[config.mk]
export PLATFORM = sky130hd
export DESIGN_NAME = fetch_queue_unit
export DESIGN_NICKNAME = d
export VERILOG_FILES = /design/src/rtl/fetch_queue_unit.sv
export SDC_FILE = /design/constraint.sdc
export NUM_CORES = 2
export LEC_CHECK = 0
export BUFFER_PORTS_ARGS = -buffer_cell sky130_fd_sc_hd__buf_2
export CAP_MARGIN = 20
export CORE_AREA = 2 2 461 463
export CTS_CLUSTER_DIAMETER = 120
export DETAILED_ROUTE_END_ITERATION = 6
export DIE_AREA = 0 0 463 465
export MAX_ROUTING_LAYER = met4
export PLACE_DENSITY = 0.55
export SYNTH_ARGS = -nofsm -noshare
export SYNTH_HDL_FRONTEND = slang
export SYNTH_SLANG_ARGS = --single-unit
[constraint.sdc]
create_clock -name clk -period 7.8 [get_ports clk]
set_input_delay 2.34 -clock clk [delete_from_list [all_inputs] [get_ports clk]]
set_output_delay 2.34 -clock clk [all_outputs]
set_load 0.03 [all_outputs]
[src/rtl/fetch_queue_unit.sv]
// rtl/fetch_queue_unit.sv - in-order fetch/decode front end with decoded-op queue and bgt resolution
module fetch_queue_unit #(
    parameter int              WORD_W      = 32,
    parameter int              BLOCK_WORDS = 32,
    parameter int              REG_W       = 6,
    parameter int              QDEPTH      = 4,
    parameter int              AW          = 32,
    parameter logic [AW-1:0]   RESET_PC    = '0
) (
    input  logic                          clk,
    input  logic                          rst_n,
    output logic                          ic_req,
    output logic [AW-1:0]                 ic_addr,
    input  logic                          ic_hit,
    input  logic [BLOCK_WORDS*WORD_W-1:0] ic_block,
    output logic                          disp_valid,
    input  logic                          disp_ready,
    output logic [2:0]                    disp_unit,
    output logic [REG_W-1:0]              disp_reg1,
    output logic [REG_W-1:0]              disp_reg2,
    output logic [REG_W-1:0]              disp_reg3,
    output logic                          disp_hasimm,
    output logic [WORD_W-1:0]             disp_imm,
    output logic [REG_W-1:0]              rd_addr_a,
    output logic [REG_W-1:0]              rd_addr_b,
    input  logic                          rd_ready_a,
    input  logic                          rd_ready_b,
    input  logic [WORD_W-1:0]             rd_data_a,
    input  logic [WORD_W-1:0]             rd_data_b,
    output logic                          halted
);
    localparam int            QAW       = $clog2(QDEPTH);
    localparam int            IW        = $clog2(BLOCK_WORDS);
    localparam logic [AW-1:0] OFF_MASK  = AW'((BLOCK_WORDS * 4) - 1);
    localparam logic [AW-1:0] BLK_BYTES = AW'(BLOCK_WORDS * 4);
    localparam logic [IW-1:0] LAST_IDX  = IW'(BLOCK_WORDS - 1);

    typedef enum logic [1:0] {S_REQ, S_DECODE, S_HALTED} state_t;

    typedef struct packed {
        logic              br;
        logic [2:0]        unit;
        logic [REG_W-1:0]  r1;
        logic [REG_W-1:0]  r2;
        logic [REG_W-1:0]  r3;
        logic              hasimm;
        logic [WORD_W-1:0] imm;
        logic [AW-1:0]     target;
    } entry_t;

    state_t                  state;
    logic [AW-1:0]           pc;
    logic [AW-1:0]           blk_base;
    logic [IW-1:0]           idx;
    logic [BLOCK_WORDS*WORD_W-1:0] blk;
    entry_t                  q [QDEPTH];
    logic [QAW-1:0]          wr_ptr;
    logic [QAW-1:0]          rd_ptr;
    logic [QAW:0]            cnt;

    logic [WORD_W-1:0]       words [BLOCK_WORDS];
    logic [WORD_W-1:0]       inst;
    logic [AW-1:0]           dec_target;
    entry_t                  dec_e;
    logic                    dec_push;
    logic                    dec_jmp;
    logic                    dec_halt;

    entry_t                  head;
    logic                    empty;
    logic                    full;
    logic                    br_eval;
    logic                    br_taken;
    logic                    pop;
    logic                    consume;
    logic                    push;
    logic                    halt_pop;

    always_comb begin
        for (int k = 0; k < BLOCK_WORDS; k++) begin
            words[k] = blk[(BLOCK_WORDS-1-k)*WORD_W +: WORD_W];
        end
    end

    assign inst       = words[idx];
    assign dec_target = blk_base + {{(AW-28){inst[27]}}, inst[27:0]};

    always_comb begin
        dec_e    = '0;
        dec_push = 1'b0;
        dec_jmp  = 1'b0;
        dec_halt = 1'b0;
        case (inst[31:28])
            4'b1000, 4'b1001, 4'b1100, 4'b1101: begin
                dec_push = 1'b1;
                case (inst[31:28])
                    4'b1100: dec_e.unit = 3'b000;
                    4'b1101: dec_e.unit = 3'b001;
                    4'b1000: dec_e.unit = 3'b010;
                    default: dec_e.unit = 3'b011;
                endcase
                dec_e.r1 = inst[27:22];
                dec_e.r2 = inst[21:16];
                if (inst[0]) begin
                    dec_e.hasimm = 1'b1;
                    dec_e.imm    = {{(WORD_W-15){inst[15]}}, inst[15:1]};
                end else begin
                    dec_e.r3 = inst[15:10];
                end
            end
            4'b1111: begin
                dec_push   = 1'b1;
                dec_e.unit = 3'b100;
                dec_e.r1   = inst[27:22];
                if (inst[0]) begin
                    dec_e.hasimm = 1'b1;
                    dec_e.imm    = {{(WORD_W-21){inst[21]}}, inst[21:1]};
                end else begin
                    dec_e.r2 = inst[21:16];
                end
            end
            4'b1110: dec_jmp = 1'b1;
            4'b1010: begin
                dec_push     = 1'b1;
                dec_e.br     = 1'b1;
                dec_e.r1     = inst[27:22];
                dec_e.r2     = inst[21:16];
                dec_e.target = dec_target;
            end
            4'b0001: begin
                dec_push   = 1'b1;
                dec_halt   = 1'b1;
                dec_e.unit = 3'b101;
            end
            default: ;
        endcase
    end

    assign head        = q[rd_ptr];
    assign empty       = (cnt == '0);
    assign full        = (cnt == (QAW+1)'(QDEPTH));
    assign disp_valid  = !empty && !head.br;
    assign disp_unit   = head.unit;
    assign disp_reg1   = head.r1;
    assign disp_reg2   = head.r2;
    assign disp_reg3   = head.r3;
    assign disp_hasimm = head.hasimm;
    assign disp_imm    = head.imm;
    assign rd_addr_a   = head.r1;
    assign rd_addr_b   = head.r2;

    // A branch at the head resolves only once both operands are committed.
    assign br_eval  = !empty && head.br && rd_ready_a && rd_ready_b;
    assign br_taken = br_eval && ($signed(rd_data_a) > $signed(rd_data_b));
    assign pop      = (disp_valid && disp_ready) || (br_eval && !br_taken);
    assign consume  = (state == S_DECODE) && !(full && !pop);
    assign push     = consume && dec_push && !br_taken;
    assign halt_pop = disp_valid && disp_ready && (head.unit == 3'b101);

    always_ff @(posedge clk) begin
        if (push) begin
            q[wr_ptr] <= dec_e;
        end
    end

    always_ff @(posedge clk) begin
        if (!rst_n) begin
            state    <= S_REQ;
            ic_req   <= 1'b0;
            ic_addr  <= RESET_PC;
            pc       <= RESET_PC;
            halted   <= 1'b0;
            wr_ptr   <= '0;
            rd_ptr   <= '0;
            cnt      <= '0;
            idx      <= '0;
            blk      <= '0;
            blk_base <= '0;
        end else begin
            if (halt_pop) begin
                halted <= 1'b1;
            end
            if (br_taken) begin
                wr_ptr <= '0;
                rd_ptr <= '0;
                cnt    <= '0;
            end else begin
                if (push) wr_ptr <= wr_ptr + 1'b1;
                if (pop)  rd_ptr <= rd_ptr + 1'b1;
                case ({push, pop})
                    2'b10:   cnt <= cnt + 1'b1;
                    2'b01:   cnt <= cnt - 1'b1;
                    default: ;
                endcase
            end
            // A taken branch overrides whatever the fetch side was doing this cycle.
            if (br_taken) begin
                state  <= S_REQ;
                ic_req <= 1'b0;
                pc     <= head.target;
            end else begin
                case (state)
                    S_REQ: begin
                        if (!ic_req) begin
                            ic_req  <= 1'b1;
                            ic_addr <= pc & ~OFF_MASK;
                        end else if (ic_hit) begin
                            ic_req   <= 1'b0;
                            blk      <= ic_block;
                            blk_base <= pc & ~OFF_MASK;
                            idx      <= IW'((pc & OFF_MASK) >> 2);
                            state    <= S_DECODE;
                        end
                    end
                    S_DECODE: begin
                        if (consume) begin
                            if (dec_jmp) begin
                                pc    <= dec_target;
                                state <= S_REQ;
                            end else if (dec_halt) begin
                                state <= S_HALTED;
                            end else if (idx == LAST_IDX) begin
                                pc    <= blk_base + BLK_BYTES;
                                state <= S_REQ;
                            end else begin
                                idx <= idx + 1'b1;
                            end
                        end
                    end
                    default: ;
                endcase
            end
        end
    end
endmodule

**Word-level counts from Yosys, hierarchy flattened**

Memories as Yosys holds them, arrays and structs flattened. A register that Yosys moved wholly into a read port is not among the register bits.
Cells that the tools add are included.

- Bits of input ports: 1,094
- Register bits after elaboration: 1,122
- Output and inout port bits: 101
- Word-level logic and storage cells: 125
- Memory bits (writable): 348
- Memories kept: 1

- Reductions and logical operators: 34
- Add/sub/neg operators: 7
- Bitwise logic cells: 4
- Mux-type cells: 44
- Magnitude comparators: 2
- Eq/ne operators: 22

Memories:

| memory | depth | bits a word | read ports | clocked after Yosys merged registers in | wr ports | line | text |
|---|---|---|---|---|---|---|---|
| q | 4 | 87 | 1 | 1 | 1 | 56 | `entry_t q [QDEPTH];` |

Operators with widths:

| kind | number |
|---|---|
| $mux 32 | 9 |
| $bmux 32 s5 | 1 |
| $mux 33 | 2 |
| $pmux 33 s2 | 1 |
| $add 32x32->32 | 1 |
| $add 32x8->32 const B | 1 |
| $gt 32x32->1 | 1 |
| $mux 5 | 6 |
| $eq 4x4->1 const B | 7 |
| $pmux 12 s2 | 1 |
| $mux 6 | 3 |
| $mux 2 | 8 |
| $logic_and 1x1->1 | 12 |
| $ne 2x2->1 const B | 6 |
| $pmux 5 s2 | 1 |
| $pmux 3 s3 | 1 |
| $mux 1 | 8 |
| $reduce_and 4->1 | 2 |
| $reduce_and 8->1 | 1 |
| $reduce_bool 2->1 | 4 |
| $reduce_or 7->1 | 1 |
| $eq 3x3->1 const B | 2 |
| $ge 6x6->1 const B | 1 |
| $not 5->6 | 1 |
| 24 further kinds | 32 |

**Depth between registers and ports, before layout**

- Word-level depth: 17
- Mapped depth: 22
- Gate-level depth less buffers: 17

**Worst setup path after synthesis**

No wires, ideal clock.

- Path kind: in2reg
- Start: in rd_data_b[15]
- End: mem q[0][10] in the netlist's numbering (enable)
- Data arrival time: 6.427 ns
- Setup time: 0.440 ns
- Data required time: 7.360 ns
- Buffers on the path: 1
- Cell stages on the path: 10
- Slack: 0.933 ns
- Cells stage by stage: inv_1 > ha_1 > nand4_1 > or4_1 > or4_1 > nand2_1 > nor3_1 > clkbuf_1 > nor4_2 > and2_1

- Longest elaborated chain between the ends: 13

Ends and longest elaborated chain:

| what | line | text |
|---|---|---|
| start, declared | 29 | `input logic [WORD_W-1:0] rd_data_b,` |
| $gt 32x32->1 (*) | 154 | `assign br_taken = br_eval && ($signed(rd_data_a) > $signed(rd_data_b));` |
| $logic_and 1x1->1 (*) | 154 |  |
| $logic_not 1->1 (*) | 155, 157 |  |
| $logic_and 1x1->1 | 155 | `assign pop = (disp_valid && disp_ready) \|\| (br_eval && !br_taken);` |
| $logic_or 1x1->1 | 155 |  |
| $logic_not 1->1 | 156 | `assign consume = (state == S_DECODE) && !(full && !pop);` |
| $logic_and 1x1->1 | 156 |  |
| $logic_not 1->1 | 156 |  |
| $logic_and 1x1->1 | 156 |  |
| $logic_and 1x1->1 | 157 | `assign push = consume && dec_push && !br_taken;` |
| $logic_and 1x1->1 (*) | 157 |  |
| $mux 1 (*) | 161 | `if (push) begin` |
| $mux 1 (implied by the code) (*) | 162 | `q[wr_ptr] <= dec_e;` |
| end, declared | 56 |  |

Every way passes the cells marked *; elsewhere a longest branch is shown, timed or not.

**Worst setup path in the final report**

- Start: reg idx[0]
- End: reg pc[25]

- Longest elaborated chain between the ends: 10
- Elaborated cells on any way between the ends: 17
- Classes of those cells: add/sub (1); eq/ne (4); mux (9); bitwise (1); reduce/logical (2)

Ends and longest elaborated chain:

| what | line | text |
|---|---|---|
| start, declared | 54 | `logic [IW-1:0] idx;` |
| start signal, assigned | 211 | `idx <= IW'((pc & OFF_MASK) >> 2);` |
| start signal, assigned | 226 | `idx <= idx + 1'b1;` |
| branches (longest 10 deep; another with $add 32x32->32) | - |  |
| end signal, assigned | 200 | `pc <= head.target;` |
| end signal, assigned | 218 | `pc <= dec_target;` |
| end signal, assigned | 223 | `pc <= blk_base + BLK_BYTES;` |
| end, declared | 52 | `logic [AW-1:0] pc;` |

Parallel ways; which one is timed is not known. The select of a mux whose other input is x is not followed.
A chain may end at the register's enable or synchronous reset.

==> results.ini <==
[outcome]
status = finished, final reports clean

[die]
ios = 1195
dieArea_sq_um = 215000
row_count = 169
die_h_um = 465
core_area_sq_um = 211000
fp.dieW_um = 463
start_util = 0.303

[routing]
drcViolationCount = 0
dr.pass1.iters = 6
wl_per_cell_um = 26.2
drtIter0Drc = 4897
ant_nets = 0
wl_um = 274000
vias = 52339
via_per_inst = 5.01

[global_route]
grt_pass1_wl_um = 378000
grt_max_degree = 236
use_met1 = 0.319
grt.busiest_layer = met2
use_met2 = 0.400
overflow = 0
track_usage = 0.253
grt_pass1_vias = 50297
antenna_found_initial = 193
grtUsageMet3 = 0.0544

[logic_synthesis]
yosys.area_share.simple = 0.152
ys_dominant_reg_cell = dfxtp_1
synth_compound_area_frac = 0.146
synth.distinct_cells = 77
synthCells = 6325
synth_top_family_by_area = simple AND/OR/NAND/NOR gates
seq_area_frac_synth = 0.491
async_flop_share = 0
synthMuxAreaShare = 0.148
synth-adder-area-share = 0.0132
synthXorXnorAreaFrac = 0.00686
netlist_area_sq_um = 63800
synth-seq-cells = 1418
syn_area_per_cell_sq_um = 10.1
synth-edff-count = 296
yosys_warnings = 0

[pwr]
p_per_area_nw_per_um2 = 233
p_leak_uw = 0.0284
ir_drop_uv = 212

[clock_network]
postCtsSetupBuffers = 0
clk-insertion-delay-late_ns = 0.82
cts.clk_slew.worst_paths_ns = 0.06
cts_tree = built
cts_buffer_depth = 3
clockRootBuffer = clkbuf_16
cts_sinks = 1418
ctsResizeCount = 0
hold_buffers = 0
numCtsBuffers = 162
cts_max_level = 4

[layout]
drive_gt1_frac = 0.266
syn_to_final_growth_pct = 22.5
num-nets-final = 8474

[worst_setup_path]
critical_path_class = reg2reg
crit_path_end_kind = flop
path_max_fanout = 35
cp.required_ns = 8.47
critPathLaunchType = flop
crit_arrival_ns = 6.72

[placed_design]
portBuffers = 1187
dp_hpwl_um = 213000
place.gp.congestion = 0.931

[sta]
clock_skew_ns = 0.0610
slew_viol_final = 0
hold_violations = 0
holdWs_ns = 0.451
min_period_ns = 6.04
relSlewSlack = 0.238
tightest_slew_ns = 1.14
tns_ns = 0
post-route-period-util = 0.775
setup_violations = 0
rsz0062_at_grt = no
fmax_mhz = 166

[min_path]
min_path_type = reg2reg

[run]
cap_violations = 0

worst max-delay path: stages (launching register included):
cell     delay (ns)
dfxtp_4        0.84
buf_12         0.38
mux4_2         0.56
mux4_2         0.53
nand2_1        0.32
and2_1         0.47
inv_1          0.21
ha_1           0.41
nand2_1        0.12
nor3_1         0.29
a21oi_1        0.18
o21ai_0        0.46
a21oi_1        0.20
xor2_1         0.39
mux2i_1        0.15
mux2i_1        0.20
o22ai_1        0.10
through the flow:
step | cells | total power, uW | util | instance area (sq um) | setup slack, ns
after global routing | 10414 | 18900 | 0.371 | 78200 | 1.49
final | 10437 | 18300 | 0.371 | 78200 | 1.76
after floorplan | 6331 | 9700 | - | 63900 | 0.933
after detailed placement | 9971 | 10900 | 0.344 | 72600 | 1.39
after CTS | 10265 | 18400 | 0.369 | 77800 | 1.64
after global placement | 9970 | 10900 | 0.344 | 72600 | 1.02
cell type report:
type	instances	area [sq um]
Timing Repair Buffer	1333	7600
Antenna cell	172	430
Sequential cell	1418	31400
Inverter	64	240
Clock inverter	69	658
Fill cell	21536	133000
Clock buffer	225	4550
Tap cell	2821	3530
Multi-Input combinational cell	4335	29800
final timing paths:
path              startpoint  cells after the start  slack, ns       end
setup / recovery      idx[0]                     16       1.76    pc[25]
hold / removal      blk[357]                      2       0.45  blk[357]
setup reg to reg      idx[0]                     16       1.76    pc[25]
hold reg to reg     blk[357]                      2       0.45  blk[357]
where the power goes:
group | internal (uW) | leakage [uW] | switching [uW]
registers | 7860 | 0.0117 | 248
clock network | 4270 | 0.00256 | 3250
logic | 1020 | 0.0142 | 1620
total | 13100 | 0.0284 | 5120
registers in the layout (all words and copies together), names as in the netlist, named ones only:
name / flops
rd_ptr: 2
blk: 1024
state: 2
pc: 30
blk_base: 25
halted: 1
ic_addr: 25
ic_req: 1
q: 296
cnt: 3
wr_ptr: 2
idx: 5
logic make-up after synthesis:
logic type | after synthesis
compound gates | 1271
fa+ha+maj | 66
flops | 1418
other cells | 1
simple gates | 2474
xor+xnor | 50
mux | 467
buf+inv | 578
synth_stat cells, types with 9 or more instances:
| library cell | instances | area, sq um |
|---|---|---|
| nand2_1 | 2181 | 8190 |
| mux4_2 | 359 | 8090 |
| buf_1 | 22 | 82.6 |
| nand3_1 | 61 | 305 |
| ha_1 | 64 | 801 |
| buf_2 | 210 | 1050 |
| dfxtp_1 | 1122 | 22500 |
| xnor2_1 | 24 | 210 |
| a21boi_1 | 199 | 1490 |
| mux2i_1 | 88 | 881 |
| inv_1 | 64 | 240 |
| nand4_1 | 12 | 75.1 |
| o21ai_0 | 47 | 235 |
| buf_4 | 57 | 428 |
| nor2b_1 | 36 | 225 |
| a21boi_0 | 851 | 6390 |
| mux4_1 | 17 | 447 |
| nor2_1 | 113 | 424 |
| a21o_1 | 11 | 82.6 |
| clkbuf_1 | 215 | 807 |
| and2_1 | 13 | 81.3 |
| edfxtp_1 | 296 | 8890 |
| buf_6 | 9 | 101 |
| a211oi_1 | 9 | 67.6 |
| a21oi_1 | 71 | 355 |
| and3_1 | 10 | 62.6 |
| nor3_1 | 17 | 85.1 |
| xor2_1 | 26 | 228 |
metal layers:
| layer | part of all wire | vias up | wire [um] |
|---|---|---|---|
| met5 | 0 | - | 0 |
| met2 | 0.47 | 1954 | 128000 |
| met4 | 0.037 | 0 | 10100 |
| met1 | 0.42 | 25911 | 116000 |
| met3 | 0.070 | 411 | 19100 |
| li1 | - | 24063 | - |
cells in the final DEF (no fill, tap or decap), drive strengths merged, types with 5 or more instances in the layout:
cell type  synthesis  layout
a211o              7       7
a211oi            10      10
a21boi          1050    1050
a21o              11      11
a21oi             72      72
a22o               7       7
a31oi              6       6
and2              14      14
and3              10      10
buf              299    1333
bufinv             0       5
clkbuf           215     225
clkinv             0      55
clkinvlp           0       5
conb               1       7
dfxtp           1122    1122
diode              0     172
edfxtp           296     296
ha                64      64
inv               64      68
mux2i             88      88
mux4             376     376
nand2           2181    2181
nand2b             5       5
nand3             61      61
nand4             12      12
nor2             114     114
nor2b             36      36
nor3              21      21
o211ai             8       8
o21ai             52      52
o221ai             7       7
o22ai              6       6
o311ai             5       5
or4                5       5
xnor2             24      24
xor2              26      26
Note: power is estimated with default switching activity, not from simulation.
